## config.mk

```make
export PLATFORM = sky130hd
export DESIGN_NAME = bemf_integrator
export DESIGN_NICKNAME = d
export VERILOG_FILES = /design/src/rtl/kovan_pkg.sv /design/src/rtl/bemf_integrator_sat_acc.sv /design/src/rtl/bemf_integrator.sv
export SDC_FILE = /design/constraint.sdc
export NUM_CORES = 1
export LEC_CHECK = 0
export BUFFER_PORTS_ARGS = -buffer_cell sky130_fd_sc_hd__buf_2
export CORE_ASPECT_RATIO = 2
export CORE_UTILIZATION = 45
export DETAILED_ROUTE_END_ITERATION = 10
export PLACE_DENSITY = 0.75
export SYNTH_ARGS = -nofsm -noshare
export SYNTH_HDL_FRONTEND = slang
export SYNTH_SLANG_ARGS = --single-unit
```

## constraint.sdc

```tcl
create_clock -name SYS_CLK -period 14.65 [get_ports SYS_CLK]
set_input_delay 2.1975 -clock SYS_CLK [delete_from_list [all_inputs] [get_ports SYS_CLK]]
set_output_delay 2.1975 -clock SYS_CLK [all_outputs]
set_load 0.05 [all_outputs]
```

## src/rtl/kovan_pkg.sv

```systemverilog
// Shared constants and types for the back-EMF integrator and its saturating
// accumulator.
package kovan_pkg;

  localparam int NUM_MOTORS = 4;
  localparam int BEMF_W     = 32;
  localparam int ADC_W      = 10;
  localparam int DIFF_W     = ADC_W + 1;

  localparam logic [BEMF_W-1:0] SAT_POS = 32'h7FFF_FFFF;
  localparam logic [BEMF_W-1:0] SAT_NEG = 32'h8000_0000;

  // S1 entry: raw p-n difference as an 11-bit two's complement value
  typedef struct packed {
    logic              valid;
    logic [1:0]        chan;
    logic [DIFF_W-1:0] data;
  } bemf_sample_t;

  // S2 entry: deadbanded, shifted and sign-extended contribution
  typedef struct packed {
    logic              valid;
    logic [1:0]        chan;
    logic [BEMF_W-1:0] data;
  } bemf_delta_t;

  function automatic logic [NUM_MOTORS-1:0] chan_dec(input logic [1:0] chan);
    logic [NUM_MOTORS-1:0] oh;
    oh       = '0;
    oh[chan] = 1'b1;
    return oh;
  endfunction

endpackage

```

## src/rtl/bemf_integrator_sat_acc.sv

```systemverilog
// 32-bit signed saturating accumulator with synchronous clear and a sticky
// saturation flag; clear takes priority over a same-cycle add.
module bemf_sat_acc
  import kovan_pkg::*;
(
  input  logic              clk_i,
  input  logic              rst_i,
  input  logic              clr_i,
  input  logic              add_i,
  input  logic [BEMF_W-1:0] d_i,
  output logic [BEMF_W-1:0] acc_o,
  output logic              sat_o,
  output logic              upd_o
);

  logic [BEMF_W-1:0] acc_q, acc_d;
  logic              sat_q, sat_d;
  logic              upd_q, upd_d;
  logic [BEMF_W:0]   sum;

  // One guard bit: overflow shows up as the top two sum bits disagreeing.
  always_comb begin
    sum   = {acc_q[BEMF_W-1], acc_q} + {d_i[BEMF_W-1], d_i};
    acc_d = acc_q;
    sat_d = sat_q;
    upd_d = 1'b0;
    if (clr_i) begin
      acc_d = '0;
      sat_d = 1'b0;
    end else if (add_i) begin
      upd_d = |d_i;
      if (sum[BEMF_W] != sum[BEMF_W-1]) begin
        acc_d = sum[BEMF_W] ? SAT_NEG : SAT_POS;
        sat_d = 1'b1;
      end else begin
        acc_d = sum[BEMF_W-1:0];
      end
    end
  end

  always_ff @(posedge clk_i) begin
    if (rst_i) begin
      acc_q <= '0;
      sat_q <= 1'b0;
      upd_q <= 1'b0;
    end else begin
      acc_q <= acc_d;
      sat_q <= sat_d;
      upd_q <= upd_d;
    end
  end

  assign acc_o = acc_q;
  assign sat_o = sat_q;
  assign upd_o = upd_q;

endmodule

```

## src/rtl/bemf_integrator.sv

```systemverilog
// Back-EMF integrator: differential ADC samples -> per-motor signed position
// accumulators through a three-stage pipeline (diff, deadband/shift, accumulate).
module bemf_integrator
  import kovan_pkg::*;
#(
  parameter logic [ADC_W-1:0] DEADBAND = 10'd3,
  parameter logic [1:0]       SHIFT    = 2'd0
) (
  input  logic                  SYS_CLK,
  input  logic                  RESET,
  input  logic                  adc_valid,
  input  logic [1:0]            adc_chan,
  input  logic [ADC_W-1:0]      adc_data_p,
  input  logic [ADC_W-1:0]      adc_data_n,
  input  logic [NUM_MOTORS-1:0] mot_bemf_clear,
  output logic [BEMF_W-1:0]     bemf_0,
  output logic [BEMF_W-1:0]     bemf_1,
  output logic [BEMF_W-1:0]     bemf_2,
  output logic [BEMF_W-1:0]     bemf_3,
  output logic [NUM_MOTORS-1:0] bemf_sat,
  output logic [NUM_MOTORS-1:0] bemf_upd
);

  bemf_sample_t s1_d, s1_q;
  bemf_delta_t  s2_d, s2_q;

  logic signed [DIFF_W-1:0] diff_s1;
  logic signed [DIFF_W-1:0] shifted_s1;
  logic [DIFF_W-1:0]        mag_s1;
  logic [NUM_MOTORS-1:0]    add_vec;
  logic [BEMF_W-1:0]        acc [NUM_MOTORS];

  // A clear on the sample's channel drops it before it enters the pipe.
  always_comb begin
    s1_d.valid = adc_valid & ~mot_bemf_clear[adc_chan];
    s1_d.chan  = adc_chan;
    s1_d.data  = {1'b0, adc_data_p} - {1'b0, adc_data_n};
  end

  // Deadband is judged on the unshifted magnitude, so small diffs never leak
  // through even when the shift would round them toward a nonzero value.
  always_comb begin
    diff_s1    = s1_q.data;
    mag_s1     = diff_s1[DIFF_W-1] ? -diff_s1 : diff_s1;
    shifted_s1 = diff_s1 >>> SHIFT;
    s2_d.valid = s1_q.valid & ~mot_bemf_clear[s1_q.chan];
    s2_d.chan  = s1_q.chan;
    if (mag_s1 <= {1'b0, DEADBAND}) begin
      s2_d.data = '0;
    end else begin
      s2_d.data = {{(BEMF_W-DIFF_W){shifted_s1[DIFF_W-1]}}, shifted_s1};
    end
  end

  always_ff @(posedge SYS_CLK) begin
    if (RESET) begin
      s1_q <= '0;
      s2_q <= '0;
    end else begin
      s1_q <= s1_d;
      s2_q <= s2_d;
    end
  end

  // S2 entries on a channel being cleared are killed inside the accumulator,
  // where clear already wins over the add.
  assign add_vec = s2_q.valid ? chan_dec(s2_q.chan) : '0;

  for (genvar i = 0; i < NUM_MOTORS; i++) begin : g_acc
    bemf_sat_acc u_acc (
      .clk_i (SYS_CLK),
      .rst_i (RESET),
      .clr_i (mot_bemf_clear[i]),
      .add_i (add_vec[i]),
      .d_i   (s2_q.data),
      .acc_o (acc[i]),
      .sat_o (bemf_sat[i]),
      .upd_o (bemf_upd[i])
    );
  end

  assign bemf_0 = acc[0];
  assign bemf_1 = acc[1];
  assign bemf_2 = acc[2];
  assign bemf_3 = acc[3];

endmodule

```

==> summary.md <==
| Metric | Value |
|---|---|
| Status | `completed` |
| Antenna diode count | `0` |
| Post-Route Utilization | `51.3%` |
| H-tree depth | `4` |
| Worst max-slew margin expressed relative to the limit | `20.4%` |
| Maximum resistive drop on vdd | `0.0000838 V` |
| Required time of the worst setup path | `15.00 ns` |
| FFs w/ async S/R, synth | `0%` |
| PD cells | `75.1 nW/um^2` |
| Met3 Wirelength | `1830 um` |
| Post-synth cell types | `74` |
| Die width | `124 um` |
| Slew at the pin with the worst max-slew slack | `1.19 ns` |
| Number of buffers inserted during clock tree synthesis | `17` |
| First-iteration detailed-routing DRC count | `716` |
| First-pass detailed-route iteration total | `7` |
| Number of buffer cells added on primary ports | `164` |
| Length of routed wiring on met1 | `14500 um` |
| Mean instance size in the synthesized netlist | `7.79 sq um` |
| # IOs | `165` |
| Synth Flop Type | `sky130_fd_sc_hd__dfxtp_1` |
| Routability congestion estimate | `0.945` |
| Setup violation total in the final timing report | `0` |
| Height of the chip | `247 um` |
| Row cnt | `89` |
| Wirelength per Cell | `18.0 um` |
| Clock tree from TritonCTS | `yes` |
| Final period demand of the worst path | `4.65 ns` |
| Net count after synthesis | `1899` |
| Residual DRC count | `0` |
| Detailed-routed wire length on met2 | `21100 um` |
| Number of hold buffers added after CTS | `0` |
| Count of flip-flops with a built-in enable after synthesis | `0` |
| Clock slew seen by the registers of the worst setup and hold paths | `0.07 ns` |
| Proportion of layout cells with a drive suffix above 1 | `12.8%` |
| Number of flip-flops and latches in the synthesized netlist | `164` |
| Count of endpoints failing hold in the final timing report | `0` |
| Type of the most critical hold path | `reg -> reg` |
| Setup skew after layout | `0.0131 ns` |
| Final TNS setup | `0 ns` |
| Synthesized netlist cell count | `1726` |
| Die Area | `30600 sq um` |
| Number of antenna violations at the first check in global routing | `0` |
| DPL Wire Length | `29600 um` |
| Clock Tree Root | `sky130_fd_sc_hd__clkbuf_16` |
| Synthesis-to-layout area growth | `12.1%` |
| Postcts setup bufs | `0` |
| Cell area after synthesis | `13500 sq um` |
| Layout filler cell count | `2837` |
| Critical path type | `reg -> reg` |
| Cell types with the largest area share after synthesis | `sky130_fd_sc_hd__dfxtp_1 24%, sky130_fd_sc_hd__ha_1 13%, sky130_fd_sc_hd__a21oi_1 8.0%, sky130_fd_sc_hd__o21ai_0 6.4%, sky130_fd_sc_hd__xnor2_1 4.6%` |
| Launching element type of the critical path | `flip-flop` |
| Sum of overflow across all layers after global routing | `0` |
| Leakage power of the design | `7.21 nW` |
| RSZ-0062 raised after global routing | `no` |
| Total global routing track utilization | `25.5%` |
| Most common library cell in the layout ignoring fill and taps | `sky130_fd_sc_hd__a21oi_1` |
| Setup Slack @ Placement | `10.05 ns` |
| Signal arrival time at the worst endpoint | `5.00 ns` |
| Cell with the largest stage delay on the worst path | `sky130_fd_sc_hd__or3_1` |
| Commonest cells after routing, fill and taps aside | `215 x sky130_fd_sc_hd__a21oi_1, 171 x sky130_fd_sc_hd__o21ai_0, 164 x sky130_fd_sc_hd__buf_2, 163 x sky130_fd_sc_hd__dfxtp_1, 139 x sky130_fd_sc_hd__ha_1` |
| Synth top area share | `24.4%` |
| Sink count of the clock tree | `164` |
| Cell breakdown of the critical path | `buf_4 -> ha_1 -> nand3_1 -> nor2_1 -> nand3_1 -> o21ai_1 -> a31oi_1 -> or2_1 -> a211oi_1 -> or3_1 -> nand2_1 -> a21o_1` |
| NumNets Final | `2005` |
| Area of the core region | `29400 sq um` |
| Topmost layer with routed signal wires | `met4` |
| Wire length of the first global-routing pass | `63400 um` |
| Post-route worst setup slack | `10.00 ns` |
| Aggregate routed wire length | `39700 um` |
| Peak fanout along the critical path | `46` |
| Post-CTS resize count | `0` |
| Count of nets left with antenna violations after detail routing | `0` |
| Count of maximum capacitance violations | `0` |
| Number of max-slew violations in the final report | `0` |
| Post-layout power | `0.00113 W` |
| Largest net degree at the start of global routing | `63` |
| Top achievable clock speed | `215 MHz` |
| Critical Path Most Common Cell | `sky130_fd_sc_hd__nand3_1` |
| Buffers from clock root to sink, at most | `2` |
| Total number of vias | `13300` |
| Number of vias per cell | `6.03` |
| Sequential share of the synthesized area | `24.4%` |
| Post-route fraction of the period consumed by the critical path | `31.7%` |
| CP Capture Type | `flip-flop` |
| Cell taking the most area after synthesis | `sky130_fd_sc_hd__dfxtp_1` |
| Starting density of the core | `45.8%` |
| Number of global-route vias before repair | `13100` |
| Biggest cell delay along the critical path | `0.90 ns` |
| Number of warnings printed during yosys synthesis | `0` |
| Clock insertion delay at the later pin of the skew report | `0.46 ns` |
-- worst max-delay path, delay by kind of cell (launching register included) --
kind                       cells  cell delay, ns
DFF                            1            0.75
AOI/OAI and AO/OA              4            1.15
buffers and inverters          1            0.58
and+or+nand+nor                6            1.70
adders and majority gates      1            0.34
-- cell usage after synthesis, types with 5 or more instances --
library cell and n:
sky130_fd_sc_hd__a221oi_1 6, sky130_fd_sc_hd__xor2_1 41, sky130_fd_sc_hd__nor3_1 34, sky130_fd_sc_hd__o21a_1 8
sky130_fd_sc_hd__a21oi_1 215, sky130_fd_sc_hd__ha_1 139, sky130_fd_sc_hd__nand4_1 18, sky130_fd_sc_hd__inv_1 61
sky130_fd_sc_hd__a21o_1 66, sky130_fd_sc_hd__clkbuf_1 67, sky130_fd_sc_hd__a211oi_1 16, sky130_fd_sc_hd__o21bai_1 10
sky130_fd_sc_hd__o21ai_1 6, sky130_fd_sc_hd__nor4_1 8, sky130_fd_sc_hd__xnor2_1 70, sky130_fd_sc_hd__a22oi_1 24
sky130_fd_sc_hd__and3_1 21, sky130_fd_sc_hd__nor2b_1 24, sky130_fd_sc_hd__a31oi_1 22, sky130_fd_sc_hd__buf_2 10
sky130_fd_sc_hd__maj3_1 53, sky130_fd_sc_hd__nor2_1 117, sky130_fd_sc_hd__nand2_1 128, sky130_fd_sc_hd__o31ai_1 5
sky130_fd_sc_hd__and2_1 17, sky130_fd_sc_hd__a21boi_0 8, sky130_fd_sc_hd__a311oi_1 5, sky130_fd_sc_hd__o211ai_1 12
sky130_fd_sc_hd__nand2b_1 35, sky130_fd_sc_hd__o41ai_1 6, sky130_fd_sc_hd__fa_1 5, sky130_fd_sc_hd__o21ai_0 171
sky130_fd_sc_hd__a211o_1 6, sky130_fd_sc_hd__dfxtp_1 164, sky130_fd_sc_hd__or3_1 10, sky130_fd_sc_hd__nand3_1 29
sky130_fd_sc_hd__buf_4 9
-- state kept, by name, indices dropped and copies added, names as in the netlist --
signal	flops
s1_q	3
diff_s1	11
g_acc.u_acc.acc_o	128
g_acc.u_acc.upd_o	4
g_acc.u_acc.sat_o	4
s2_q	14
-- kinds of logic after synthesis --
group                    after synthesis  share of synthesized area [%]
AND/OR/NAND/NOR                      466                           16.9
buffers and inverters                148                           4.47
multiplexers                           8                          0.632
AO/OA/AOI/OAI                        631                           28.6
XOR/XNOR                             112                           7.35
adder cells (fa/ha/maj)              197                           17.6
flip-flops                           164                           24.4
-- cell type report --
type | count | area, sq um | area share [%]
Timing Repair Buffer | 174 | 896 | 5.94
Multi-Input combinational cell | 1414 | 9600 | 63.7
Sequential cell | 164 | 3290 | 21.8
Inverter | 61 | 229 | 1.52
Tap cell | 364 | 455 | 3.02
Clock buffer | 17 | 425 | 2.82
Clock inverter | 15 | 180 | 1.20
-- where the power goes --
group / switching (W) / leakage [nW] / total (W) / internal, W
registers: 0.0000168 / 1.33 / 0.000471 / 0.000454
logic: 0.000111 / 5.60 / 0.000185 / 0.0000741
clock network: 0.000207 / 0.286 / 0.000476 / 0.000269
-- per-layer routing --
layer	track usage (%)	vias up
met3	5.08	133
met2	48.5	406
met5	0	-
li1	-	6535
met1	24.4	6253
met4	16.9	0
-- through the flow --
| step | std cells | hold WS (ns) | area (sq um) |
|---|---|---|---|
| floorplan | 1726 | 0.407 | 13500 |
| global placement | 2177 | 0.427 | 14500 |
| detailed placement | 2177 | 0.425 | 14500 |
| CTS | 2209 | 0.439 | 15100 |
| global route | 2209 | 0.470 | 15100 |
| finish | 2209 | 0.444 | 15100 |
-- worst paths after layout --
check           start                       end  slack [ns]  depth (start not counted)
max          s2_q[10]  g_acc[3].u_acc.acc_o[28]       10.00                         12
min          s1_q[13]                  s2_q[34]        0.44                          2
max reg2reg  s2_q[10]  g_acc[3].u_acc.acc_o[28]       10.00                         12
min reg2reg  s1_q[13]                  s2_q[34]        0.44                          2
Power figures use the tool's default switching activity.
